===== src/rtl/ccr_controller_pkg.sv =====
// Shared definitions for the CCR controller: flag indices, jump/ALU encodings, update masks
// and the condition/mask decode helpers.
`default_nettype none

package ccr_controller_pkg;

    localparam int CCR_FLAG_W    = 4;
    localparam int CCR_ALU_SEL_W = 4;

    localparam int FLAG_V = 3;
    localparam int FLAG_Z = 2;
    localparam int FLAG_N = 1;
    localparam int FLAG_C = 0;

    localparam logic [2:0] JCOND_UNC = 3'd0;
    localparam logic [2:0] JCOND_Z   = 3'd1;
    localparam logic [2:0] JCOND_N   = 3'd2;
    localparam logic [2:0] JCOND_C   = 3'd3;
    localparam logic [2:0] JCOND_V   = 3'd4;

    localparam logic [CCR_ALU_SEL_W-1:0] ALU_NOP  = 4'd0;
    localparam logic [CCR_ALU_SEL_W-1:0] ALU_MOV  = 4'd1;
    localparam logic [CCR_ALU_SEL_W-1:0] ALU_INC  = 4'd2;
    localparam logic [CCR_ALU_SEL_W-1:0] ALU_DEC  = 4'd3;
    localparam logic [CCR_ALU_SEL_W-1:0] ALU_ADD  = 4'd4;
    localparam logic [CCR_ALU_SEL_W-1:0] ALU_SUB  = 4'd5;
    localparam logic [CCR_ALU_SEL_W-1:0] ALU_NOT  = 4'd6;
    localparam logic [CCR_ALU_SEL_W-1:0] ALU_AND  = 4'd7;
    localparam logic [CCR_ALU_SEL_W-1:0] ALU_OR   = 4'd8;
    localparam logic [CCR_ALU_SEL_W-1:0] ALU_SHL  = 4'd9;
    localparam logic [CCR_ALU_SEL_W-1:0] ALU_SHR  = 4'd10;
    localparam logic [CCR_ALU_SEL_W-1:0] ALU_SETC = 4'd11;
    localparam logic [CCR_ALU_SEL_W-1:0] ALU_LDD  = 4'd12;
    localparam logic [CCR_ALU_SEL_W-1:0] ALU_STD  = 4'd13;
    localparam logic [CCR_ALU_SEL_W-1:0] ALU_JMP  = 4'd14;

    localparam logic [CCR_FLAG_W-1:0] CCR_MASK_NONE = 4'b0000;
    localparam logic [CCR_FLAG_W-1:0] CCR_MASK_ALL  = 4'b1111;
    localparam logic [CCR_FLAG_W-1:0] CCR_MASK_ZN   = 4'b0110;
    localparam logic [CCR_FLAG_W-1:0] CCR_MASK_ZNC  = 4'b0111;
    localparam logic [CCR_FLAG_W-1:0] CCR_MASK_C    = 4'b0001;

    typedef enum logic [1:0] {
        SH_EMPTY   = 2'd0,
        SH_PARTIAL = 2'd1,
        SH_FULL    = 2'd2
    } shadow_state_e;

    function automatic logic [CCR_FLAG_W-1:0] ccr_update_mask(input logic [CCR_ALU_SEL_W-1:0] sel);
        case (sel)
            ALU_INC, ALU_DEC, ALU_ADD, ALU_SUB: ccr_update_mask = CCR_MASK_ALL;
            ALU_NOT, ALU_AND, ALU_OR:           ccr_update_mask = CCR_MASK_ZN;
            ALU_SHL, ALU_SHR:                   ccr_update_mask = CCR_MASK_ZNC;
            ALU_SETC:                           ccr_update_mask = CCR_MASK_C;
            default:                            ccr_update_mask = CCR_MASK_NONE;
        endcase
    endfunction

    function automatic logic cond_true(input logic [2:0] cond, input logic [CCR_FLAG_W-1:0] f);
        case (cond)
            JCOND_UNC: cond_true = 1'b1;
            JCOND_Z:   cond_true = f[FLAG_Z];
            JCOND_N:   cond_true = f[FLAG_N];
            JCOND_C:   cond_true = f[FLAG_C];
            JCOND_V:   cond_true = f[FLAG_V];
            default:   cond_true = 1'b0;
        endcase
    endfunction

    // One-hot mask of the flag a conditional jump tests (none for uncond/never).
    function automatic logic [CCR_FLAG_W-1:0] cond_flag_mask(input logic [2:0] cond);
        case (cond)
            JCOND_Z: cond_flag_mask = 4'b0100;
            JCOND_N: cond_flag_mask = 4'b0010;
            JCOND_C: cond_flag_mask = 4'b0001;
            JCOND_V: cond_flag_mask = 4'b1000;
            default: cond_flag_mask = 4'b0000;
        endcase
    endfunction

endpackage

`default_nettype wire


===== src/rtl/ccr_shadow_stack.sv =====
// NEST_DEPTH-entry LIFO holding the CCR across nested interrupts, with a sticky error flag
// for overflow, underflow and simultaneous push/pop.
`default_nettype none

module ccr_shadow_stack
    import ccr_controller_pkg::*;
#(
    parameter int FLAG_W     = CCR_FLAG_W,
    parameter int NEST_DEPTH = 2,
    parameter int DEPTH_W    = $clog2(NEST_DEPTH + 1)
) (
    input  logic               clk,
    input  logic               rst_n,
    input  logic               push_i,
    input  logic               pop_i,
    input  logic [FLAG_W-1:0]  data_i,
    output logic [FLAG_W-1:0]  top_o,
    output logic [DEPTH_W-1:0] depth_o,
    output logic               empty_o,
    output logic               err_o
);

    logic [FLAG_W-1:0]  entries_q [NEST_DEPTH];
    logic [DEPTH_W-1:0] depth_q, depth_d;
    shadow_state_e      state_q, state_d;
    logic               err_q, err_d;
    logic               do_push, do_pop;

    always_comb begin
        do_push = 1'b0;
        do_pop  = 1'b0;
        err_d   = err_q;
        depth_d = depth_q;
        if (push_i && pop_i) begin
            err_d = 1'b1;
        end else if (push_i) begin
            if (state_q == SH_FULL) begin
                err_d = 1'b1;
            end else begin
                do_push = 1'b1;
                depth_d = depth_q + DEPTH_W'(1);
            end
        end else if (pop_i) begin
            if (state_q == SH_EMPTY) begin
                err_d = 1'b1;
            end else begin
                do_pop  = 1'b1;
                depth_d = depth_q - DEPTH_W'(1);
            end
        end
        if (depth_d == '0)
            state_d = SH_EMPTY;
        else if (depth_d == DEPTH_W'(NEST_DEPTH))
            state_d = SH_FULL;
        else
            state_d = SH_PARTIAL;
    end

    always_comb begin
        top_o = '0;
        for (int i = 0; i < NEST_DEPTH; i++) begin
            if (DEPTH_W'(i + 1) == depth_q)
                top_o = entries_q[i];
        end
    end

    always_ff @(posedge clk or negedge rst_n) begin
        if (!rst_n) begin
            for (int i = 0; i < NEST_DEPTH; i++)
                entries_q[i] <= '0;
            depth_q <= '0;
            state_q <= SH_EMPTY;
            err_q   <= 1'b0;
        end else begin
            for (int i = 0; i < NEST_DEPTH; i++) begin
                if (do_push && DEPTH_W'(i) == depth_q)
                    entries_q[i] <= data_i;
                if (do_pop && DEPTH_W'(i + 1) == depth_q)
                    entries_q[i] <= '0;
            end
            depth_q <= depth_d;
            state_q <= state_d;
            err_q   <= err_d;
        end
    end

    assign depth_o = depth_q;
    assign empty_o = (state_q == SH_EMPTY);
    assign err_o   = err_q;

endmodule

`default_nettype wire


===== src/rtl/ccr_controller.sv =====
// Condition-code register controller: ALU flag merge, CLRC, conditional jumps and interrupt shadowing.
// Define CCR_FORWARD_EN to evaluate jumps on flags forwarded from the same cycle's ALU result.
`default_nettype none

module ccr_controller
    import ccr_controller_pkg::*;
#(
    parameter int FLAG_W     = CCR_FLAG_W,
    parameter int ALU_SEL_W  = CCR_ALU_SEL_W,
    parameter int NEST_DEPTH = 2
) (
    input  logic                                 clk,
    input  logic                                 rst_n,
    input  logic                                 stall,
    input  logic                                 flush,
    input  logic                                 alu_valid,
    input  logic [ALU_SEL_W-1:0]                 alu_sel,
    input  logic [FLAG_W-1:0]                    alu_flags,
    input  logic                                 clrc,
    input  logic                                 jmp_valid,
    input  logic [2:0]                           jmp_cond,
    input  logic                                 int_enter,
    input  logic                                 rti,
    output logic [FLAG_W-1:0]                    ccr,
    output logic                                 jmp_taken,
    output logic [$clog2(NEST_DEPTH+1)-1:0]      shadow_depth,
    output logic                                 shadow_err
);

    logic [FLAG_W-1:0] ccr_q, ccr_d;
    logic [FLAG_W-1:0] alu_mask, alu_wdata, alu_merged, soft_clear, flag_src, shadow_top;
    logic              shadow_empty;

    always_comb begin
        alu_mask   = (alu_valid && !flush) ? ccr_update_mask(alu_sel) : CCR_MASK_NONE;
        alu_wdata  = (alu_sel == ALU_SETC) ? CCR_MASK_C : alu_flags;
        alu_merged = (ccr_q & ~alu_mask) | (alu_wdata & alu_mask);
`ifdef CCR_FORWARD_EN
        flag_src   = alu_merged;
`else
        flag_src   = ccr_q;
`endif
        jmp_taken  = jmp_valid && !flush && !stall && cond_true(jmp_cond, flag_src);

        soft_clear = '0;
        if (clrc && !flush)
            soft_clear[FLAG_C] = 1'b1;
        if (jmp_taken)
            soft_clear = soft_clear | cond_flag_mask(jmp_cond);

        // Interrupt entry/return dominate every ALU, CLRC and jump-clear update.
        if (int_enter && rti)
            ccr_d = ccr_q;
        else if (rti)
            ccr_d = shadow_empty ? ccr_q : shadow_top;
        else if (int_enter)
            ccr_d = '0;
        else
            ccr_d = alu_merged & ~(soft_clear & ~alu_mask);
    end

    always_ff @(posedge clk or negedge rst_n) begin
        if (!rst_n)
            ccr_q <= '0;
        else if (!stall)
            ccr_q <= ccr_d;
    end

    ccr_shadow_stack #(
        .FLAG_W     (FLAG_W),
        .NEST_DEPTH (NEST_DEPTH)
    ) u_shadow (
        .clk     (clk),
        .rst_n   (rst_n),
        .push_i  (int_enter && !stall),
        .pop_i   (rti && !stall),
        .data_i  (ccr_q),
        .top_o   (shadow_top),
        .depth_o (shadow_depth),
        .empty_o (shadow_empty),
        .err_o   (shadow_err)
    );

    assign ccr = ccr_q;

endmodule

`default_nettype wire


===== config.mk =====
export PLATFORM = sky130hd
export DESIGN_NAME = ccr_controller
export DESIGN_NICKNAME = d
export VERILOG_FILES = /design/src/rtl/ccr_controller_pkg.sv /design/src/rtl/ccr_shadow_stack.sv /design/src/rtl/ccr_controller.sv
export SDC_FILE = /design/constraint.sdc
export NUM_CORES = 1
export LEC_CHECK = 0
export ABC_AREA = 0
export CORE_MARGIN = 2
export CORE_UTILIZATION = 53
export DETAILED_ROUTE_END_ITERATION = 16
export PLACE_DENSITY = 0.82
export SETUP_SLACK_MARGIN = 0.5
export SLEW_MARGIN = 20
export SYNTH_ARGS = -nofsm -noshare
export SYNTH_HDL_FRONTEND = slang
export SYNTH_HIERARCHICAL = 1
export SYNTH_SLANG_ARGS = --single-unit
export TNS_END_PERCENT = 50

===== constraint.sdc =====
create_clock -name clk -period 3.65 [get_ports clk]
set_input_delay 0.73 -clock clk [delete_from_list [all_inputs] [get_ports clk]]
set_output_delay 0.73 -clock clk [all_outputs]
set_load 0.01 [all_outputs]

## Word level (Yosys, flattened, before mapping)

Memory sizes are Yosys's and may differ from the RTL's.
Index checks and enable logic that the tools add are counted.

| operators by class | value |
|---|---|
| reductions and logical operators | 25 |
| bitwise operators | 10 |
| muxes and demuxes | 35 |
| eq/ne operators | 11 |
| $add $sub $neg | 2 |

Operators with widths:

| cell | count |
|---|---|
| $mux 4 | 13 |
| $and 4x4->4 | 4 |
| $pmux 4 s4 | 1 |
| $mux 2 | 7 |
| $logic_and 1x1->1 | 13 |
| $mux 1 | 13 |
| $not 4->4 | 2 |
| $eq 3x2->1 const B | 2 |
| $logic_not 2->1 | 3 |
| $reduce_and 3->1 | 2 |
| $reduce_bool 3->1 | 2 |
| $pmux 1 s5 | 1 |
| $eq 2x2->1 const B | 2 |
| $eq 4x4->1 const B | 1 |
| $or 1x4->4 | 1 |
| $or 4x4->4 | 1 |
| $reduce_bool 2->1 | 2 |
| $eq 3x1->1 const B | 1 |
| $eq 3x3->1 const B | 1 |
| $logic_not 3->1 | 1 |
| $ne 3x3->1 const B | 1 |
| $add 2x1->2 const B | 1 |
| $eq 1x2->1 const A | 1 |
| $eq 2x2->1 const A | 1 |
| other kinds (4) | 6 |

| storage, ports and cells | value |
|---|---|
| word-level logic and storage cells | 90 |
| memories | 1 |
| register bits after elaboration | 17 |
| memory bits (read-only) | 64 |
| output and inout bits | 8 |
| input bits | 20 |

Memory list:

| name | words | bits a word | read ports | clocked after Yosys merged registers in | wr ports | line | RTL |
|---|---|---|---|---|---|---|---|
| (no name shown) | 16 | 4 | 1 | 0 | 0 | ccr_controller_pkg.sv:50 | `case (sel)` |

## Logic depth before layout (Yosys ltp)

| logic depth | value |
|---|---|
| depth after elaboration | 12 |
| mapped depth | 7 |
| gate-level depth less buffers | 6 |

## Modules after synthesis

The synthesis kept the hierarchy.

Modules (own cells, without submodules):

| module | times used | sequential area each (µm²) | area each (µm²) | cells each |
|---|---|---|---|---|
| ccr_shadow_stack | 1 | 300.3 | 744.5 | 76 |
| ccr_controller | 1 | 100.1 | 451.7 | 61 |

## Least setup slack after synthesis

Ideal clock, no wire load.

| path | value |
|---|---|
| path type | input-to-reg |
| start point | input alu_sel[1] |
| end point | register ccr_q[0] (netlist: ccr[0]) |
| data required time | 3.564 ns |
| data arrival time | 1.910 ns |
| buffers on the path | 0 |
| setup time | 0.086 ns |
| stages on the path | 6 |
| slack | 1.655 ns |
| cell sequence | inv_1 ha_1 and4bb_1 a41oi_1 or4_1 a32oi_1 |

| between the ends | value |
|---|---|
| word-level cells in the longest chain between the ends | 8 |
| elaborated cells on any way between the ends | 13 |
| classes of those cells | eq/ne: 1; mux: 4; bitwise: 7; memory: 1 |

RTL lines:

| what | line | RTL |
|---|---|---|
| start, declared | ccr_controller.sv:17 | `input logic [ALU_SEL_W-1:0] alu_sel,` |
| $mem_v2 16x4 | n/a |  |
| $mux 4 | ccr_controller.sv:35 | `alu_mask = (alu_valid && !flush) ? ccr_update_mask(alu_sel) : CCR_MASK_NONE;` |
| $not 4->4 | ccr_controller.sv:37, ccr_controller.sv:59 |  |
| $and 4x4->4 (on tied branches) | ccr_controller.sv:37, ccr_controller.sv:59 |  |
| $or 4x4->4 / $not 4->4 (equally long branches) | ccr_controller.sv:37, ccr_controller.sv:59 |  |
| $and 4x4->4 (*) | ccr_controller.sv:59 | `ccr_d = alu_merged & ~(soft_clear & ~alu_mask);` |
| $mux 4 (*) | ccr_controller.sv:56 | `else if (int_enter)` |
| $mux 4 (*) | ccr_controller.sv:54 | `else if (rti)` |
| end signal, assigned | ccr_controller.sv:66 | `ccr_q <= ccr_d;` |
| end, declared | ccr_controller.sv:30 | `logic [FLAG_W-1:0] ccr_q, ccr_d;` |

Every way passes the cells marked *; elsewhere a longest branch is shown, timed or not.
A chain may end at the register's enable or synchronous reset.

## Worst setup path in the final report

| path | value |
|---|---|
| start point | input jmp_cond[0] |
| end point | output jmp_taken |

| between the ends | value |
|---|---|
| word-level cells in the longest chain between the ends | 3 |
| elaborated cells on any way between the ends | 7 |
| classes of those cells | eq/ne: 4; mux: 1; reduce/logical: 2 |

RTL lines:

| what | line | RTL |
|---|---|---|
| start, declared | ccr_controller.sv:21 | `input logic [2:0] jmp_cond,` |
| $eq 3x3->1, or another cell as far along | ccr_controller_pkg.sv:60 | `case (cond)` |
| $pmux 1 s5 (*) | ccr_controller_pkg.sv:60 |  |
| $logic_and 1x1->1 (*) | ccr_controller.sv:43 | `jmp_taken = jmp_valid && !flush && !stall && cond_true(jmp_cond, flag_src);` |
| end, declared | ccr_controller.sv:25 | `output logic jmp_taken,` |

Marks and branches as above.

==> metrics <==
run status=completed; Slew @ Worst Pin=869 ps; nets=between 150 and 200; CTS Hold Bufs=0; critical path, cell by cell=clkdlybuf4s50_1 > mux2i_1 > nor2_1 > nand2_1 > a21oi_1 > clkdlybuf4s50_1; Setup Skew=11.1 ps; ANT nets after route=0; Initial Utilization=0.551; Total GRT Usage=0.234; DRC=0; DIE AREA=around 0.0027 mm²; first-iteration detailed-routing DRC count=19; Crit path max-delay family=buffers and inverters; storage element area=400 µm²; Clock Sinks=16; Die Y=slightly above 50 µm; Ports=28; post_cts resized=0; Post-synth ARST share=1.00; clock group share of total power=0.163; diode count=0; share of cells above drive strength 1=0.0798; switch share=0.388; largest net degree at the start of global routing=17; root buf cell=clkbuf_4; Yosys cell types=43; first drt pass iteration count=4; top cell type's share of synthesized area=0.335; Crit path buffers/inverters=2; total grt overflow=0; Vias=~1100; clock tree buffer depth=2; max cap viols=0; Rows=17; Die X=51.5 µm; Post-Synth Simple-Gate Area=0.280; Final Non-Filler Cells=191; critical path arrival=approximately 2200 ps; critical path's slowest cell=clkdlybuf4s50_1; top post-synthesis cells by count=nand2_1 (17), nor2_1 (17), dfrtp_1 (16), mux2i_1 (11); first-pass GRT wire length=4.53 mm; Hold WS=513 ps; Synth area leaders=dfrtp_1 (33%), mux2i_1 (9.2%), nand2_1 (5.3%), nor2_1 (5.3%), ha_1 (4.2%); DP Cell Count=roughly 190; DR WL/cell=14.5 µm; CTS buffer count=3; NetSw=0.280 mW; Routed Wire Length=approximately 2.8 mm; IO buf count=27; clock latency on the worst-skew pair=roughly 300 ps; H-tree depth=1; vias in the first global route=1040; dominant synthesized flop cell=dfrtp_1; Post-Route Setup TNS=0 ps; multi-input logic area=~720 µm²; Tcrit/Tclk final=0.809; Crit path largest cell delay=approximately 570 ps; Leak=slightly below 0.7 nW; Final Core Density=0.691; Comb power frac=0.440; Synth area leader=dfrtp_1; fin crit period=~3000 ps; CTS tree=yes; multiplexer share of the synthesized area=0.0921; Placer Congestion=~0.81; cell area after synthesis=about 0.0012 mm²; clock transition at the registers of the reported paths=roughly 100 ps; Pwr per Cell Area=481 mW/mm²; RSZ-0062 raised after global routing=no; Adder-Cell Fraction of Synth Area=0.0418; Finish-stage setup viols=0; Pwr Total=~0.72 mW; crit end category=output pin; yosys warns=6; crit start category=primary input; compound-cell area share of the yosys netlist=0.177; Fillers=a little over 200; crit-path max FO=6; Int Power=about 0.44 mW; worst hold path class=reg -> reg; syn avg cell area=between 8 and 9 µm²; Achievable Freq=~340 MHz; worst vdd ir=0.423 mV; sequential share of power=0.397; Setup Crit Path Kind=in -> out; Post-Syn Nets=around 160; setup bufs post-CTS=0; XOR/XNOR share of the synthesized area=0.0146; gate count of the mapped netlist=roughly 140; sequential-to-total area share from yosys stat=0.335; EDFF count, synth=0; Rel. slew slack=0.419; hpwl dp=between 2 and 2.5 mm; largest family of logic cells by synthesized area=simple AND/OR/NAND/NOR gates; synthesis-to-finish area growth=25.4%; CP required=2920 ps; final hold vios=0; Core Area=0.00217 mm²; initial antenna violation count=0; #FFs+latches synth=16; Final Max Tran Viols=0; most numerous cell on the critical path=clkdlybuf4s50_1; vias per cell=between 5 and 6
## through the flow
| step | setup slack (ps) | instance area, µm² |
|---|---|---|
| after CTS | 687 | 1500 |
| after detailed placement | 689 | 1460 |
| after global placement | 723 | 1460 |
| final | 696 | 1500 |
| after global routing | 583 | 1500 |
| after floorplan | 1650 | 1200 |
## kinds of logic (layout without fill, tap and decap cells)
logic type,Yosys count,in the layout
AOI/OAI and AO/OA,30,30
muxes,11,11
xor gates and xnor gates,2,2
DFF,16,16
adders and majority gates,4,4
and+or+nand+nor,61,61
buffers and inverters,13,39
## state kept, by name, summed over array words and instances (netlist names)
name / count
u_shadow/entries_q: 8
ccr: 4
u_shadow/state_q: 2
u_shadow/depth_o: 1
u_shadow/err_o: 1
## path summary, 6_finish.rpt
check                                    start                   to  slack, ps  depth (start not counted)
setup reg to reg           u_shadow/state_q[0]  u_shadow/depth_o[1]       1870                          6
max in group asynchronous                rst_n               ccr[3]       2370                          1
min in group asynchronous                rst_n  u_shadow/state_q[1]        840                          1
setup / recovery                   jmp_cond[0]            jmp_taken        700                          6
hold reg to reg                 u_shadow/err_o       u_shadow/err_o        510                          2
hold / removal                  u_shadow/err_o       u_shadow/err_o        510                          2
## per-layer routing
layer  GRT usage  wire length (µm)
met2       0.395              1410
met3      0.0575               151
met1       0.285              1190
met4      0.0921                26
met5           0                 0
## tightest hold or removal path, delay by kind of cell, from the launching register on
kind	cells	cell delay, ps
compound gates	2	120
flops	1	360
## layout make-up
class                           count  share of cell area
Clock buffer                        4              0.0242
Inverter                            7              0.0175
Multi-Input combinational cell    108               0.483
Sequential cell                    16               0.267
Tap cell                           28              0.0234
Timing Repair Buffer               28               0.185
## placed cells by master (no fill, tap or decap), types with 2 or more instances in the layout
cell              n
nor2_1           17
xor2_1            2
o2111ai_1         2
inv_1             7
a32oi_1           3
clkbuf_4          3
nand3b_1          2
clkdlybuf4s50_1  27
o21ai_0           6
o211ai_1          2
nand2_1          17
mux2i_1          11
a41oi_1           2
ha_1              4
a21oi_1           7
and2_1            2
nor2b_1           3
nand2b_1          4
dfrtp_1          16
nand3_2           2
## power by group through the flow
stage | logic [mW] | clock network [mW] | registers, mW
after global routing | 0.350 | 0.130 | 0.295
after CTS | 0.318 | 0.123 | 0.288
after global placement | 0.303 | 0 | 0.288
after detailed placement | 0.316 | 0 | 0.292
after floorplan | 0.230 | 0 | 0.271
final | 0.317 | 0.118 | 0.287
(Power assumes the default switching activity.)
